[src/rtl/trace_port_tx.sv]
// trace_port_tx
// Transmit end of the parallel trace port. Serialises 128-bit frames into a
// DDR nibble stream on 1, 2 or 4 lanes. Frames are interleaved with full syncs
// (0x7FFFFFFF) and halfword syncs (0x7FFF). Each element is sent LSB-first.
// On every cycle, TraceDouta carries the lower w bits and TraceDoutb the next
// w bits, where w is the number of active lanes. Both outputs feed ODDRX1F
// primitives.
//
// Ports:
//   clkOut      system clock
//   rst         synchronous, active-high reset
//   Enable      transmitter enable
//   Width       lane select: 01=1 lane, 10=2 lanes, 11=4 lanes, 00=1 lane
//   FrameIn     frame to send; byte 0 = FrameIn[7:0] is sent first
//   FrameValid  FrameIn is valid
//   FrameReady  the block accepts FrameIn this cycle
//   TraceDouta  first-edge lane data (registered)
//   TraceDoutb  second-edge lane data (registered)
//   Busy        the state is not IDLE
//   FramesSent  count of fully transmitted frames; wraps at 2^32
//   state_dbg   current FSM state (0=IDLE, 1=FSYNC, 2=HSYNC, 3=FRAME)
//
// Handshake: a frame moves from the source only in a cycle where both
// FrameValid and FrameReady are 1. FrameReady does not depend on FrameValid.
// While no transfer happens, the source may change FrameIn freely.
module trace_port_tx #(
  parameter int MAX_BUS_WIDTH = 4,
  parameter int SYNC_INTERVAL = 16
) (
  input  logic                     clkOut,
  input  logic                     rst,
  input  logic                     Enable,
  input  logic [1:0]               Width,
  input  logic [127:0]             FrameIn,
  input  logic                     FrameValid,
  output logic                     FrameReady,
  output logic [MAX_BUS_WIDTH-1:0] TraceDouta,
  output logic [MAX_BUS_WIDTH-1:0] TraceDoutb,
  output logic                     Busy,
  output logic [31:0]              FramesSent,
  output logic [1:0]               state_dbg
);

  typedef enum logic [1:0] {IDLE = 2'd0, FSYNC = 2'd1, HSYNC = 2'd2, FRAME = 2'd3} state_t;

  localparam logic [127:0] FULL_SYNC = 128'h7FFF_FFFF;
  localparam logic [127:0] HALF_SYNC = 128'h7FFF;

  state_t         state;
  logic [127:0]   shift_q;      // bits of the current element not yet sent
  logic [5:0]     cnt_q;        // cycles left in the element after this one
  logic [1:0]     lw_q;         // log2 of the lanes in use for this element
  logic [7:0]     sync_cnt;
  logic           full_sync_pending;
  logic           enable_d;
  logic [31:0]    frames_q;

  logic           boundary;
  logic           enable_rise;
  logic           sync_due;
  logic [1:0]     lw_next;
  state_t         next_state;
  logic [127:0]   next_elem;
  logic [5:0]     next_cnt;
  logic [3:0]     step_next;
  logic [3:0]     step_cur;

  // Packs one cycle of output as {second edge, first edge}. Lanes above the
  // active width are held at zero.
  function automatic logic [7:0] beat(input logic [7:0] s, input logic [1:0] lw);
    case (lw)
      2'd0:    beat = {3'b000, s[1], 3'b000, s[0]};
      2'd1:    beat = {2'b00, s[3:2], 2'b00, s[1:0]};
      default: beat = s;
    endcase
  endfunction

  // An element is chosen on its own last cycle. That includes every idle
  // cycle, so consecutive elements run back to back with no gap.
  assign boundary    = (state == IDLE) || (cnt_q == 6'd0);
  // A rising Enable counts as a pending full sync in the same cycle, so the
  // first element after enable is always a full sync.
  assign enable_rise = Enable && !enable_d;
  assign sync_due    = full_sync_pending || enable_rise || (sync_cnt == 8'(SYNC_INTERVAL));
  assign FrameReady  = !rst && boundary && Enable && !sync_due;

  assign Busy       = (state != IDLE);
  assign FramesSent = frames_q;
  assign state_dbg  = state;

  always_comb begin
    case (Width)
      2'b10:   lw_next = 2'd1;
      2'b11:   lw_next = 2'd2;
      default: lw_next = 2'd0;
    endcase
  end

  assign step_next = 4'd2 << lw_next;
  assign step_cur  = 4'd2 << lw_q;

  // Chooses the next element. The load values are cycle counts minus one:
  // a frame takes 64, 32 or 16 cycles; a full sync 16, 8 or 4; a halfword
  // sync 8, 4 or 2.
  always_comb begin
    next_state = IDLE;
    next_elem  = '0;
    next_cnt   = '0;
    if (Enable) begin
      if (sync_due) begin
        next_state = FSYNC;
        next_elem  = FULL_SYNC;
        next_cnt   = 6'd15 >> lw_next;
      end else if (FrameValid) begin
        next_state = FRAME;
        next_elem  = FrameIn;
        next_cnt   = 6'd63 >> lw_next;
      end else begin
        next_state = HSYNC;
        next_elem  = HALF_SYNC;
        next_cnt   = 6'd7 >> lw_next;
      end
    end
  end

  always_ff @(posedge clkOut) begin
    if (rst) begin
      state             <= IDLE;
      shift_q           <= '0;
      cnt_q             <= '0;
      lw_q              <= '0;
      sync_cnt          <= '0;
      full_sync_pending <= 1'b1;
      enable_d          <= 1'b0;
      frames_q          <= '0;
      TraceDouta        <= '0;
      TraceDoutb        <= '0;
    end else begin
      enable_d <= Enable;
      // Setting the flag here is overridden below when a full sync starts
      // in this same cycle.
      if (enable_rise)
        full_sync_pending <= 1'b1;
      if (state == FRAME && cnt_q == 6'd0)
        frames_q <= frames_q + 32'd1;

      if (boundary) begin
        state <= next_state;
        lw_q  <= lw_next;
        if (next_state == IDLE) begin
          shift_q    <= '0;
          cnt_q      <= '0;
          TraceDouta <= '0;
          TraceDoutb <= '0;
        end else begin
          // The first beat goes straight to the outputs, so data leaves on
          // the cycle after the element is loaded.
          {TraceDoutb, TraceDouta} <= beat(next_elem[7:0], lw_next);
          shift_q                  <= next_elem >> step_next;
          cnt_q                    <= next_cnt;
        end
        if (next_state == FSYNC) begin
          sync_cnt          <= '0;
          full_sync_pending <= 1'b0;
        end else if (next_state == FRAME) begin
          sync_cnt <= sync_cnt + 8'd1;
        end
      end else begin
        {TraceDoutb, TraceDouta} <= beat(shift_q[7:0], lw_q);
        shift_q                  <= shift_q >> step_cur;
        cnt_q                    <= cnt_q - 6'd1;
      end
    end
  end

endmodule

[config.mk]
export PLATFORM = sky130hd
export DESIGN_NAME = trace_port_tx
export DESIGN_NICKNAME = d
export VERILOG_FILES = /design/src/rtl/trace_port_tx.sv
export SDC_FILE = /design/constraint.sdc
export NUM_CORES = 1
export LEC_CHECK = 0
export BUFFER_PORTS_ARGS = -buffer_cell sky130_fd_sc_hd__buf_2
export CORE_MARGIN = 5
export CORE_UTILIZATION = 50
export CTS_CLUSTER_DIAMETER = 40
export DETAILED_ROUTE_END_ITERATION = 16
export PLACE_DENSITY = 0.71
export SETUP_SLACK_MARGIN = 0.02
export SLEW_MARGIN = 10
export SYNTH_ARGS = -nofsm -noshare
export SYNTH_HDL_FRONTEND = slang
export SYNTH_SLANG_ARGS = --single-unit
[constraint.sdc]
create_clock -name clkOut -period 4.8 [get_ports clkOut]
set_clock_uncertainty 0.05 [all_clocks]
set_input_delay 1.2 -clock clkOut [delete_from_list [all_inputs] [get_ports clkOut]]
set_output_delay 1.2 -clock clkOut [all_outputs]
set_load 0.005 [all_outputs]
==> flow_summary.ini <==
[setup_path]
worst-path-max-fanout = 6
crit_family = simple AND/OR/NAND/NOR gates
critPathBufInv = 2
worstSetupPathType = reg2out
cpMaxStageDelayCell = nor4bb_1
cp.required_ps = 3550
rr_worst_depth = 8
crit_arrival_ps = 2440
worstPathCellList = inv_1 -> ha_1 -> nor4bb_1 -> a221o_1 -> nor2_1 -> buf_2
worstSetupEndpointType = output pin
startpoint_type = register
critPathMaxStageDelay_ps = 880
cp.depth = 6

[routing]
met2_length_mm = 21.6
wl_per_cell_um = 23.8
met1Wirelength_mm = 19.5
wl_met3_mm = 6.62
vias = 14351
drt_iter0_markers = 1885
drt-total-wl_mm = 50.1
ant_nets = 0
drtPass1Iterations = 6
via_per_inst = 6.82
dr.max_layer_used = met5
drc = 0

[clock_tree]
cts_setup_buffers = 0
clockRootBuffer = clkbuf_16
cts_tree = built
htreeDepth = 4
clock_sinks = 188
clk_pin_slew_ps = 90
clk_path_buf_depth = 2
ctsHoldBuffers = 0
cts_resized = 0
clk_latency_ps = 450
numCtsBuffers = 17

[sta]
final.setup.worst_slack_ps = 1110
timing.final.crit_share_pct = 76.9
setup_viol = 0
relSlewSlack_pct = 17.8
max_freq_ghz = 0.271
worst_slew_pin_slew_ps = 1230
finalHoldViolations = 0
finalMaxSlewViolations = 0
rsz0062_at_grt = no
fin_hold_ws_ps = 434
tns_ps = 0
period_needed_ps = 3690

[flow_run]
max-cap-violations = 0

[cells_and_area]
area_growth_pct = 12.3
post_route_cells_drive_above_1_share_pct = 22.2
fill_cells = 2487
fin_nets = 1853
seqCellArea_mm2 = 0.00376
num_antenna_cells = 0
multi_input_area_mm2 = 0.00941

[floorplan]
die_h_um = 176
io_pins = 178
dieArea_mm2 = 0.0311
initial_core_util_pct = 50.3
coreArea_mm2 = 0.0276
rows = 61
chipWidth_um = 176

[power_and_ir_drop]
vdd_drop_max_mv = 0.243
switching_share_pct = 38.6
power.internal_w = 0.00300
power.density_mw_per_mm2 = 315
power.switching_w = 0.00189
comb_power_share_pct = 33.0
seqPwrFrac_pct = 36.3
p_leak_nw = 5.99
clkPwrFrac_pct = 30.6

[grt]
overflow = 0
track_usage_pct = 30.9
antenna_found_initial = 1
grt_pass1_vias = 13417
grt_pass1_wl_mm = 76.7
grt_max_degree = 106

[yosys]
avgSynthCellArea_um2 = 8.41
synth_cell_types = 67
netlist_instances = 1646
synth-edff-count = 0
ys_seq_area_share_pct = 27.2
ys_top_cells_by_area = dfxtp_1 (27%), mux4_2 (12%), mux2i_1 (11%), a21oi_1 (6.8%), nor2_1 (5.0%)
synth_top_area_share_pct = 27.2
synth_common_cells = a21oi_1 (188), dfxtp_1 (188), nor2_1 (184)
netlist_area_mm2 = 0.0138
synthArstFlopShare_pct = 0
synth_area_leader_cell = dfxtp_1
syn-num-nets = 1787
ys_ff_latch = 188
synthFlopType = dfxtp_1
ys_warn_count = 0

[place]
dp_hpwl_mm = 33.4
dpl_worst_slack_ps = 1270
port_buffers = 177
place_congestion = 0.999

[worst_hold_path]
hp-class = reg2reg
whs_path_depth = 2

[status]
status = complete, no violations
## sequential cells by signal, summed over array words and instances (netlist names)
name and count:
shift_q 128, FramesSent 32, sync_cnt 8, cnt_q 6
TraceDouta 4, TraceDoutb 4, lw_q 2, state_dbg 2
enable_d 1, full_sync_pending 1
## worst register-to-register path: cells and delay by family, from the launching register on
| kind | cells | cell delay [ps] |
|---|---|---|
| AO/OA/AOI/OAI | 3 | 730 |
| AND/OR/NAND/NOR | 2 | 1440 |
| adder cells (fa/ha/maj) | 1 | 130 |
| flip-flops | 1 | 380 |
| buffers and inverters | 2 | 400 |
## layout by cell type (no fill, tap or decap), drive strengths merged, types with 16 or more instances in the layout
cell type	instances
a21o	25
a21oi	188
a22oi	16
and2	43
buf	212
clkbuf	17
dfxtp	188
inv	24
mux2	45
mux2i	154
mux4	72
nand2	116
nand3	24
nor2	184
nor3	19
o211ai	17
o21ai	81
o22ai	55
o32ai	34
o41ai	19
xnor2	27
## metal layers
layer	up-vias	track usage (%)
met5	-	0
met4	2	13.6
met3	193	7.19
met2	1156	46.4
met1	6709	42.8
li1	6291	-
## cell families after synthesis
group | after synthesis | synth area share (%)
buffers and inverters | 183 | 5.32
and+or+nand+nor | 450 | 15.0
xor gates and xnor gates | 34 | 2.15
AOI/OAI and AO/OA | 513 | 23.2
adders and majority gates | 7 | 0.632
DFF | 188 | 27.2
muxes | 271 | 26.5
## cell type report
cell class                 count  share of cell area, %
tap                          378                   3.04
multi-input combinational   1275                   60.5
clock inverter                15                   1.24
clock buffer                  17                   2.74
inverter                      18                  0.451
timing repair buffer         212                   7.81
sequential                   188                   24.2
## worst paths after layout
check	from	to	slack, ps
hold / removal	shift_q[0]	TraceDouta[0]	430
setup reg to reg	sync_cnt[0]	sync_cnt[6]	1590
setup / recovery	sync_cnt[0]	FrameReady	1110
hold reg to reg	shift_q[0]	TraceDouta[0]	430
## power by group through the flow
| stage | combinational (W) | sequential (W) | clock, W |
|---|---|---|---|
| 3_5_place_dp | 0.00156 | 0.00180 | 0 |
| 4_1_cts | 0.00157 | 0.00177 | 0.00151 |
| 2_1_floorplan | 0.00110 | 0.00177 | 0 |
| 5_1_grt | 0.00171 | 0.00179 | 0.00158 |
| 6_report | 0.00162 | 0.00178 | 0.00150 |
| 3_3_place_gp | 0.00155 | 0.00180 | 0 |
## metrics by stage
step,instance area (um^2),total power [W],instances,utilization (%)
CTS,15500,0.00485,2103,56.4
global route,15500,0.00507,2103,56.4
finish,15500,0.00489,2103,56.4
detailed placement,14900,0.00336,2071,54.2
floorplan,13800,0.00286,1646,-
global placement,14900,0.00335,2071,54.2
No activity file was read; power rests on OpenSTA's default activity.
